==> src/rtl/vp_pkg.sv <==
// vp_pkg: shared types and constants for the video-process frame writer.
//   rgb565_t      - packed RGB565 pixel
//   frame_words() - 32-bit words per frame (two pixels per word)
//   FB*_DEFAULT   - default byte base addresses of the ping-pong buffers
//   burst_state_t - burst FSM states
package vp_pkg;

  typedef struct packed {
    logic [4:0] r;
    logic [5:0] g;
    logic [4:0] b;
  } rgb565_t;

  localparam logic [31:0] FB0_BASE_DEFAULT = 32'h0000_0000;
  localparam logic [31:0] FB1_BASE_DEFAULT = 32'h0020_0000;

  typedef enum logic {
    IDLE  = 1'b0,
    BURST = 1'b1
  } burst_state_t;

  function automatic int unsigned frame_words(input int unsigned h, input int unsigned v);
    return (h * v) / 2;
  endfunction

endpackage

==> src/rtl/vp_word_fifo.sv <==
// vp_word_fifo: single-clock show-ahead FIFO.
//   clk, rst_n - clock, async active-low reset
//   clr_i      - synchronous flush (wins over push/pop)
//   push_i     - write wdata_i; ignored while full
//   pop_i      - advance head; ignored while empty
//   rdata_o    - current head word (valid while !empty_o)
//   count_o    - number of stored words
//   full_o, empty_o - status flags
module vp_word_fifo #(
  parameter int WIDTH = 32,
  parameter int DEPTH = 16
) (
  input  logic                       clk,
  input  logic                       rst_n,
  input  logic                       clr_i,
  input  logic                       push_i,
  input  logic [WIDTH-1:0]           wdata_i,
  input  logic                       pop_i,
  output logic [WIDTH-1:0]           rdata_o,
  output logic [$clog2(DEPTH):0]     count_o,
  output logic                       full_o,
  output logic                       empty_o
);

  localparam int AW = $clog2(DEPTH);
  localparam int CW = AW + 1;

  logic [WIDTH-1:0] mem_q [DEPTH];
  logic [AW-1:0]    wr_ptr_q, rd_ptr_q;
  logic [CW-1:0]    count_q;
  logic             do_push, do_pop;

  assign full_o  = (count_q == CW'(DEPTH));
  assign empty_o = (count_q == '0);
  assign do_push = push_i && !full_o;
  assign do_pop  = pop_i && !empty_o;
  assign rdata_o = mem_q[rd_ptr_q];
  assign count_o = count_q;

  // Pointers wrap naturally because DEPTH is a power of two.
  always_ff @(posedge clk or negedge rst_n) begin
    if (!rst_n) begin
      wr_ptr_q <= '0;
      rd_ptr_q <= '0;
      count_q  <= '0;
    end else if (clr_i) begin
      wr_ptr_q <= '0;
      rd_ptr_q <= '0;
      count_q  <= '0;
    end else begin
      if (do_push) wr_ptr_q <= wr_ptr_q + 1'b1;
      if (do_pop)  rd_ptr_q <= rd_ptr_q + 1'b1;
      count_q <= count_q + CW'(do_push) - CW'(do_pop);
    end
  end

  // Storage is not reset; only slots behind valid pointers are ever read.
  always_ff @(posedge clk) begin
    if (do_push && !clr_i) mem_q[wr_ptr_q] <= wdata_i;
  end

endmodule

==> src/rtl/vp_frame_writer.sv <==
// vp_frame_writer: packs RGB565 pixel pairs into 32-bit words, buffers them,
// and writes each frame into one of two ping-pong buffers with fixed-length
// write bursts.
//   clk, rst_n            - clock, async active-low reset
//   enable                - capture enable, sampled at frame start
//   vp_vs/vp_de/vp_data   - video-process stream (rising vs = frame start)
//   mem_req/addr/wdata/last, mem_ready - burst write port
//   frame_done            - pulse after the last word of a frame is accepted
//   frame_err             - pulse at frame start if previous frame incomplete
//   rd_fb_sel             - buffer holding the last complete frame
//   overflow              - sticky word-drop flag, cleared at frame start
module vp_frame_writer
  import vp_pkg::*;
#(
  parameter int H_DISP     = 1280,
  parameter int V_DISP     = 720,
  parameter int ADDR_WIDTH = 32,
  parameter int FIFO_DEPTH = 16,
  parameter int BURST_LEN  = 8,
  parameter logic [ADDR_WIDTH-1:0] FB0_BASE = ADDR_WIDTH'(FB0_BASE_DEFAULT),
  parameter logic [ADDR_WIDTH-1:0] FB1_BASE = ADDR_WIDTH'(FB1_BASE_DEFAULT)
) (
  input  logic                  clk,
  input  logic                  rst_n,
  input  logic                  enable,
  input  logic                  vp_vs,
  input  logic                  vp_de,
  input  logic [15:0]           vp_data,
  output logic                  mem_req,
  output logic [ADDR_WIDTH-1:0] mem_addr,
  output logic [31:0]           mem_wdata,
  output logic                  mem_last,
  input  logic                  mem_ready,
  output logic                  frame_done,
  output logic                  frame_err,
  output logic                  rd_fb_sel,
  output logic                  overflow
);

  localparam int FRAME_WORDS = frame_words(H_DISP, V_DISP);
  localparam int WC_W        = $clog2(FRAME_WORDS + 1);
  localparam int BEAT_W      = (BURST_LEN > 1) ? $clog2(BURST_LEN) : 1;
  localparam int FCNT_W      = $clog2(FIFO_DEPTH) + 1;

  // Front end: sync detection and pixel packing
  logic            vs_q, vs_qq, vs_rise;
  logic            flush_pending_q, armed_q, frame_err_q, overflow_q;
  rgb565_t         pix_lo_q;
  logic            has_lo_q, push_q;
  logic [31:0]     word_q;
  logic [WC_W-1:0] words_packed_q;
  logic            flush_fire, pix_take;

  // Burst engine
  burst_state_t          state_q;
  logic [BEAT_W-1:0]     beat_q, beat_d;
  logic [WC_W-1:0]       words_issued_q, words_issued_d;
  logic                  mem_req_q, mem_last_q, frame_done_q;
  logic [ADDR_WIDTH-1:0] mem_addr_q, wr_base;
  logic                  rd_fb_sel_q, wr_fb_sel_q, done_this_frame_q;
  logic                  beat_accept, last_beat, frame_complete;

  // FIFO interface
  logic [31:0]       fifo_rdata;
  logic [FCNT_W-1:0] fifo_count;
  logic              fifo_full, fifo_empty;

  assign vs_rise        = vs_q & ~vs_qq;
  assign flush_fire     = flush_pending_q && (state_q == IDLE);
  assign pix_take       = vp_de && armed_q && !flush_pending_q &&
                          (words_packed_q < WC_W'(FRAME_WORDS));
  assign beat_accept    = mem_req_q && mem_ready;
  assign last_beat      = (beat_q == BEAT_W'(BURST_LEN - 1));
  assign frame_complete = beat_accept && (words_issued_q == WC_W'(FRAME_WORDS - 1));
  assign beat_d         = beat_q + 1'b1;
  assign words_issued_d = words_issued_q + 1'b1;
  assign wr_base        = wr_fb_sel_q ? FB1_BASE : FB0_BASE;

  vp_word_fifo #(
    .WIDTH (32),
    .DEPTH (FIFO_DEPTH)
  ) u_fifo (
    .clk     (clk),
    .rst_n   (rst_n),
    .clr_i   (flush_fire),
    .push_i  (push_q),
    .wdata_i (word_q),
    .pop_i   (beat_accept),
    .rdata_o (fifo_rdata),
    .count_o (fifo_count),
    .full_o  (fifo_full),
    .empty_o (fifo_empty)
  );

  // Frame-start handling and pixel packing. A frame completing in the same
  // cycle as the vs edge still counts as complete, so frame_err is masked.
  always_ff @(posedge clk or negedge rst_n) begin
    if (!rst_n) begin
      vs_q            <= 1'b0;
      vs_qq           <= 1'b0;
      flush_pending_q <= 1'b0;
      armed_q         <= 1'b0;
      frame_err_q     <= 1'b0;
      overflow_q      <= 1'b0;
      pix_lo_q        <= '0;
      has_lo_q        <= 1'b0;
      push_q          <= 1'b0;
      word_q          <= '0;
      words_packed_q  <= '0;
    end else begin
      vs_q        <= vp_vs;
      vs_qq       <= vs_q;
      frame_err_q <= 1'b0;
      push_q      <= 1'b0;
      if (flush_fire) begin
        flush_pending_q <= 1'b0;
        armed_q         <= enable;
        has_lo_q        <= 1'b0;
        words_packed_q  <= '0;
        overflow_q      <= 1'b0;
      end else begin
        if (push_q && fifo_full) overflow_q <= 1'b1;
        if (pix_take) begin
          if (!has_lo_q) begin
            pix_lo_q <= vp_data;
            has_lo_q <= 1'b1;
          end else begin
            word_q         <= {vp_data, pix_lo_q};
            push_q         <= 1'b1;
            has_lo_q       <= 1'b0;
            words_packed_q <= words_packed_q + 1'b1;
          end
        end
      end
      if (vs_rise) begin
        flush_pending_q <= 1'b1;
        frame_err_q     <= armed_q && !done_this_frame_q && !frame_complete;
      end
    end
  end

  // Burst FSM with registered request, address and last flag. A burst only
  // starts with BURST_LEN words already buffered, so the head never runs dry.
  always_ff @(posedge clk or negedge rst_n) begin
    if (!rst_n) begin
      state_q           <= IDLE;
      beat_q            <= '0;
      words_issued_q    <= '0;
      mem_req_q         <= 1'b0;
      mem_addr_q        <= FB0_BASE;
      mem_last_q        <= 1'b0;
      frame_done_q      <= 1'b0;
      rd_fb_sel_q       <= 1'b0;
      wr_fb_sel_q       <= 1'b0;
      done_this_frame_q <= 1'b0;
    end else begin
      frame_done_q <= 1'b0;
      case (state_q)
        IDLE: begin
          if (flush_fire) begin
            words_issued_q    <= '0;
            done_this_frame_q <= 1'b0;
          end else if (!flush_pending_q && !fifo_empty &&
                       (fifo_count >= FCNT_W'(BURST_LEN)) &&
                       (words_issued_q < WC_W'(FRAME_WORDS))) begin
            state_q    <= BURST;
            beat_q     <= '0;
            mem_req_q  <= 1'b1;
            mem_addr_q <= wr_base + (ADDR_WIDTH'(words_issued_q) << 2);
            mem_last_q <= (BURST_LEN == 1);
          end
        end
        BURST: begin
          if (mem_ready) begin
            words_issued_q <= words_issued_d;
            if (last_beat) begin
              state_q    <= IDLE;
              mem_req_q  <= 1'b0;
              mem_last_q <= 1'b0;
            end else begin
              beat_q     <= beat_d;
              mem_addr_q <= mem_addr_q + ADDR_WIDTH'(4);
              mem_last_q <= (beat_d == BEAT_W'(BURST_LEN - 1));
            end
            if (frame_complete) begin
              frame_done_q      <= 1'b1;
              rd_fb_sel_q       <= wr_fb_sel_q;
              wr_fb_sel_q       <= ~wr_fb_sel_q;
              done_this_frame_q <= 1'b1;
            end
          end
        end
        default: state_q <= IDLE;
      endcase
    end
  end

  // Write data is the show-ahead FIFO head, forced to zero outside a burst.
  assign mem_wdata  = ((state_q == BURST) && !fifo_empty) ? fifo_rdata : 32'h0;
  assign mem_req    = mem_req_q;
  assign mem_addr   = mem_addr_q;
  assign mem_last   = mem_last_q;
  assign frame_done = frame_done_q;
  assign frame_err  = frame_err_q;
  assign rd_fb_sel  = rd_fb_sel_q;
  assign overflow   = overflow_q;

endmodule
==> config.mk <==
export PLATFORM = sky130hd
export DESIGN_NAME = vp_frame_writer
export DESIGN_NICKNAME = d
export VERILOG_FILES = /design/src/rtl/vp_pkg.sv /design/src/rtl/vp_word_fifo.sv /design/src/rtl/vp_frame_writer.sv
export SDC_FILE = /design/constraint.sdc
export NUM_CORES = 1
export LEC_CHECK = 0
export ABC_AREA = 1
export CORE_MARGIN = 8
export CORE_UTILIZATION = 60
export CTS_BUF_LIST = sky130_fd_sc_hd__clkbuf_2
export DETAILED_ROUTE_END_ITERATION = 16
export HOLD_SLACK_MARGIN = 0.15
export PLACE_DENSITY = 0.78
export RECOVER_POWER = 50
export SYNTH_ARGS = -nofsm -noshare
export SYNTH_HDL_FRONTEND = slang
export SYNTH_HIERARCHICAL = 1
export SYNTH_SLANG_ARGS = --single-unit
==> constraint.sdc <==
create_clock -name clk -period 5.4 [get_ports clk]
set_clock_uncertainty 0.1 [all_clocks]
set_input_delay 1.08 -clock clk [delete_from_list [all_inputs] [get_ports clk]]
set_output_delay 1.08 -clock clk [all_outputs]
set_load 0.03 [all_outputs]
==> metrics, run 1 <==
Crit. Startpoint=u_fifo/rd_ptr_q[1]; TNS Setup=0 ps; Clock Latency Late Sink=1310 ps; leading post-synthesis cells by cell area=edfxtp_1, nand2_1, dfrtp_1, nand3_1, inv_1; RSZ-0062 raised after global routing=true; Synth top area share=a little over half; Routed Antenna Nets=0; top_reg_cell synth=edfxtp_1; Final GP Congestion=slightly below 0.9; CP startpoint kind=register; Pins Over Slew Limit=between 150 and 200; WP data arrival=around 4000 ps; Crit Path Category=register to primary output; Static Leakage=about 14 nW; Clock Pin Slew Worst Setup and Hold Paths=around 100 ps; initial antenna violation count=2; Die H=about 240 um; Initial Util=about three fifths; fin util=roughly two thirds; IO Count=92; post-synthesis cell area=roughly 30000 um^2; CTS root buf=clkbuf_2; Hold Path Class=register to register; Mapped Cells=a little over 3000; ys async rst share=between 20% and 30%; Worst Path Buf+Inv=3; drt pass-1 iters=7; register area=approximately 19000 um^2; CP top delay family=simple AND/OR/NAND/NOR gates; Yosys reg bits=around 660; worst path required time=approximately 4200 ps; Core Footprint=48700 um^2; grt ovf=0; Sw Share=41.2%; GRT Total Usage=26.5%; Die Area=about 57000 um^2; Placed Instances=~3800; P_int=9.40 mW; Nets=approximately 3300; clock share of power=approximately a fifth; Clock Sinks=roughly 660; failing checks=capacitance limit, slew limit; synth unique cells=44; r2r startpoint=words_packed_q[16]; H-Tree Depth=4; Final Hold Fails=0; Num CTS Buffers=around 160; Std-Cell Rows=just over 80; Power Dens Cells=between 400 and 500 nW/um^2; EDFF count, synth=slightly above 500; Yosys top cell by area=edfxtp_1; CTS tree=yes; CP endpoint=mem_wdata[1]; multi-input logic area=8520 um^2; Psw=around 6.6 mW; layout cells sized above 1=10.1%; Crit path largest cell delay=640 ps; max frequency=approximately 190 MHz; Ys Warns=6; largest net degree at the start of global routing=138; Non-Filler Instances=4063; drt wl/cell=18.5 um; Slew headroom=-95.5%; Worst R2R Setup Slack=~1800 ps; Via density=~5.5; outcome=finished with violations; drc violations=0; Area Growth Syn to Fin=9.97%; nature of the critical path endpoint=primary output; Max clock buf depth=3; vias in the first global route=22124; min Tclk post-route=5190 ps; Avg Synthesized Cell Area=9.51 um^2; sequential power share=roughly 45%; critical path depth=10; WL final=approximately 75000 um; number of max-cap violations=2; DR iter-0 viols=about 2400; Setup WS pre-CTS=925 ps; sequential area share after synthesis=between 60% and 70%; number of port buffers=89; Die Span X=238 um; final setup vio count=0; RR Endpoint=words_packed_q[7]; global-route wire length before repair=approximately 120000 um; post-route setup slack=~210 ps; worst slew pin tran=2930 ps; Worst Path Max Fanout=36; Critical Path, Cell by Cell=nor2_8 -> buf_4 -> nand3_1 -> nand2_1 -> nor2_1 -> nand2_1 -> nand2_1 -> inv_1 -> nor2_1 -> clkdlybuf4s50_1; post-DP HPWL=between 40000 and 50000 um; hold slack final=between 300 and 400 ps; most frequent CP cell=nand2_1; Filler cells=~3700; combinational power share=35.3%; CP max stage cell=dfrtp_4; period utilization=~96%; Worst Reg-to-Reg Cells=8; worst vdd ir=roughly 0.00032 V; total number of vias=between 20000 and 25000
[power by group through the flow]
stage	registers, mW	logic (mW)	clock network [mW]
after floorplan	7.05	3.72	0
after global placement	7.24	5.28	0
after detailed placement	7.30	5.43	0
after CTS	7.16	5.57	3.24
after global routing	7.26	6.19	3.49
final	7.18	5.64	3.17
[area by class of cell]
| class | count | share of cell area [%] |
|---|---|---|
| Sequential cell | 659 | 58.6 |
| Clock inverter | 43 | 0.593 |
| Multi-Input combinational cell | 1968 | 26.2 |
| Antenna cell | 2 | 0.0154 |
| Timing Repair inverter | 1 | 0.0269 |
| Inverter | 351 | 4.12 |
| Timing Repair Buffer | 132 | 4.08 |
| Clock buffer | 243 | 3.74 |
| Tap cell | 664 | 2.56 |
[worst min path at each step]
stage,endpoint,cells past startpoint,from,slack (ps)
3_5_place_dp,vs_qq,0,vs_q,280
2_1_floorplan,vs_qq,0,vs_q,250
3_3_place_gp,vs_qq,0,vs_q,270
5_1_grt,pix_lo_q[10],3,vp_data[10],260
4_1_cts,word_q[30],3,vp_data[14],230
6_report,vs_qq,0,vs_q,300
[sequential cells by signal (all words and copies together) (netlist names), 3 cells and up]
register,flops
u_fifo/mem_q,512
word_q,32
mem_addr,30
words_issued_q,19
words_packed_q,19
pix_lo_q,16
u_fifo/count_o,5
u_fifo/rd_ptr_q,4
u_fifo/wr_ptr_q,4
beat_q,3
[placed cells by master, fill, tap and decap left out, types with 3 or more instances in the layout]
cell type	count
a21oi_1	17
a31oi_1	3
buf_12	4
buf_4	29
clkbuf_2	245
clkdlybuf4s50_1	86
clkinv_1	35
clkinv_2	4
dfrtp_1	145
dlygate4sd3_1	4
edfxtp_1	512
ha_1	17
inv_1	344
inv_2	7
nand2_1	1149
nand2_2	5
nand2_4	3
nand3_1	293
nand3_2	3
nand3b_1	3
nand4_1	22
nor2_1	292
nor2_2	4
nor2_4	20
nor3_1	11
nor4_1	3
o21ai_0	82
o21ai_1	6
o21bai_1	5
xor2_1	8
[synthesized netlist by cell type (all sizes together), types with 3 or more instances]
| master | number |
|---|---|
| a21oi | 17 |
| a31oi | 3 |
| buf | 114 |
| clkbuf | 17 |
| dfrtp | 147 |
| edfxtp | 512 |
| ha | 17 |
| inv | 351 |
| nand2 | 1157 |
| nand3 | 296 |
| nand3b | 3 |
| nand4 | 22 |
| nor2 | 317 |
| nor3 | 14 |
| nor4 | 3 |
| o21ai | 88 |
| o21bai | 5 |
| xor2 | 8 |
[cells by family (layout without fill, tap and decap cells)]
kind of cell               Yosys count  in the layout  share of synthesized area, %
and+or+nand+nor                   1818           1818                          25.2
DFF                                659            659                          64.5
buffers and inverters              482            770                          7.06
AOI/OAI and AO/OA                  119            119                          2.15
adders and majority gates           18             18                         0.787
xor gates and xnor gates            10             10                         0.296
other                                1              4                        0.0127
muxes                                1              1                        0.0339
[repair_timing]
item / CTS / global route
endpoints found under the hold margin: 109 / 0
gates resized for setup: 7 / 4
gates cloned: 1 / 1
pin swaps: 0 / 1
setup endpoints to repair: 32 / 26
buffers inserted: 2 / 1
hold buffers: 3 / 0
[metal layers]
| layer | global-route usage (%) | vias up | wire length [um] |
|---|---|---|---|
| li1 | - | 10415 | - |
| met3 | 7.19 | 212 | 8210 |
| met5 | 0 | - | 0 |
| met1 | 32.8 | 10430 | 28200 |
| met2 | 43.1 | 1289 | 36100 |
| met4 | 12.7 | 0 | 2780 |
[stage by stage]
stage / cell area [um^2] / total power [mW]
global placement: 31000 / 12.5
CTS: 32500 / 16.0
finish: 32500 / 16.0
floorplan: 29600 / 10.8
global route: 32500 / 16.9
detailed placement: 31000 / 12.7
(Power assumes the default switching activity.)
==> inputs of run 2 (changes only) <==
ABC_CLOCK_PERIOD_IN_PS = 5400   (was not set)
SKIP_LAST_GASP = 1   (was not set)
==> run 2 against run 1 <==
  * The flow still finishes with violations (capacitance limit, slew limit)
  * Core utilization hardly changed
  * Sequential share of layout area about the same
  * Routed wire length hardly changed
  * Highest routed layer unchanged
==> metrics, run 2 (synthesis results as in run 1) <==
outcome=finished with violations; failing checks=capacitance limit, slew limit; worst slew pin tran=2930 ps (+2.74 ps); number of port buffers=89 (unchanged); drt wl/cell=18.5 um (about the same); Std-Cell Rows=81 (unchanged); clock share of power=19.8% (about the same); number of max-cap violations=2 (unchanged); max frequency=192 MHz (about the same); IO Count=92 (unchanged); Worst Path Max Fanout=36 (unchanged); Setup WS pre-CTS=925 ps (unchanged); nature of the critical path endpoint=primary output; Static Leakage=14.3 nW (about the same); max FFs per register=512 (unchanged); Worst Reg-to-Reg Cells=8 (unchanged); Die H=238 um (unchanged); grt ovf=0 (unchanged); Routed Antenna Nets=0 (unchanged); min Tclk post-route=5190 ps (+0.886 ps); DR iter-0 viols=2359 (-0.21%); worst vdd ir=0.000324 V (about the same); worst path required time=4220 ps (about the same); RSZ-0062 raised after global routing=true; layout cells sized above 1=10.1% (unchanged); GRT Total Usage=26.5% (unchanged); Power Dens Cells=492 nW/um^2 (about the same); vias in the first global route=22124 (unchanged); Die Span X=238 um (unchanged); Max clock buf depth=3 (unchanged); dpl cell area=31000 um^2 (unchanged); largest net degree at the start of global routing=138 (unchanged); CP endpoint=mem_wdata[1]; RR Endpoint=words_packed_q[7]; initial antenna violation count=2 (unchanged); combinational power share=35.3% (about the same); final setup vio count=0 (unchanged); Clock Pin Slew Worst Setup and Hold Paths=100 ps (about the same); leading cell type in the layout, fill and taps excluded=nand2_1; Clock Latency Late Sink=1300 ps (about the same); commonest non-fill, non-tap cells in the layout=nand2_1, edfxtp_1, inv_1; total number of vias=22382 (+0.16%); CP startpoint kind=register; post-route setup slack=205 ps (-0.886 ps); Psw=6.59 mW (about the same); Area Growth Syn to Fin=9.95% (about the same); P_int=9.40 mW (about the same); period utilization=96.2% (about the same); Core Footprint=48700 um^2 (unchanged); sequential power share=44.9% (about the same); Slew headroom=-95.6% (-0.18 points); Final Cell Area=32500 um^2 (about the same); Crit. Startpoint=u_fifo/rd_ptr_q[1]; CTS root buf=clkbuf_2; Biggest register=u_fifo/mem_q; Hold Path Class=register to register; drc violations=0 (unchanged); drt pass-1 iters=8 (+1); global-route wire length before repair=117000 um (unchanged); Initial Util=60.6% (unchanged); Pins Over Slew Limit=160 (unchanged); Final GP Congestion=0.880 (unchanged); Via density=5.51 (+0.16%); CTS tree=yes; Num CTS Buffers=162 (unchanged); WP data arrival=4010 ps (about the same); Sw Share=41.2% (about the same); Crit Path Category=register to primary output; Worst R2R Setup Slack=1770 ps (about the same); Die Area=56600 um^2 (unchanged); Clock Sinks=659 (unchanged); post-DP HPWL=42900 um (unchanged); H-Tree Depth=4 (unchanged); r2r startpoint=words_packed_q[16]; Final Hold Fails=0 (unchanged); WL final=75300 um (about the same); Nets=3315 (unchanged)
==> run 2: how the worst min path moves through the flow <==
stage                      startpoint           end  slack, ps  cells past startpoint
after CTS                 vp_data[14]    word_q[30]        230                      3
after detailed placement         vs_q         vs_qq        280                      0
after global routing      vp_data[10]  pix_lo_q[10]        260                      3
final                            vs_q         vs_qq        300                      0
after global placement           vs_q         vs_qq        270                      0
after floorplan                  vs_q         vs_qq        250                      0
==> run 2: power groups by stage <==
stage	combinational, mW	clock (mW)	sequential (mW)
4_1_cts	5.57	3.24	7.16
5_1_grt	6.19	3.49	7.26
2_1_floorplan	3.72	0	7.05
3_3_place_gp	5.28	0	7.24
3_5_place_dp	5.43	0	7.30
6_report	5.64	3.17	7.18
==> run 2: timing repair <==
action,in CTS,in global routing
pin swaps,0,1
hold endpoints to repair,109,0
hold buffers,3,0
gates resized for setup,7,2
setup buffers,2,1
cloned,1,1
setup endpoints to repair,32,26
==> run 2: per-stage QoR <==
step                util [%]  TNS [ps]  instances  total power [mW]  hold WS, ps
global placement        63.5         0       3767              12.5          266
CTS                     66.6         0       4059              16.0          231
detailed placement      63.5         0       3767              12.7          278
finish                  66.7         0       4063              16.0          303
global route            66.7     -33.7       4063              16.9          263
floorplan                  -         0       3109              10.8          254
==> run 2: layout make-up <==
cell class	count	area, um^2
clock buffer	243	1220
timing repair buffer	132	1320
sequential	659	19100
multi-input combinational	1968	8520
inverter	351	1340
antenna	2	5.00
timing repair inverter	1	8.76
tap	664	831
fill	3747	16300
clock inverter	43	193
==> run 2: routing by layer <==
metal | GRT usage, % | part of all wire, % | wire length [um] | vias up
li1 | - | - | - | 10413
met5 | 0 | 0 | 0 | -
met3 | 7.19 | 11 | 8060 | 213
met2 | 43.1 | 48 | 36100 | 1274
met4 | 12.7 | 3.8 | 2880 | 0
met1 | 32.8 | 38 | 28300 | 10482
==> run 2: worst max-delay path, stage by stage, from the launching register on <==
cell and delay (ps):
dfrtp_4 640, nor2_8 600, buf_4 340, nand3_1 100, nand2_1 70, nor2_1 50
nand2_1 60, nand2_1 120, inv_1 80, nor2_1 50, clkdlybuf4s50_1 620
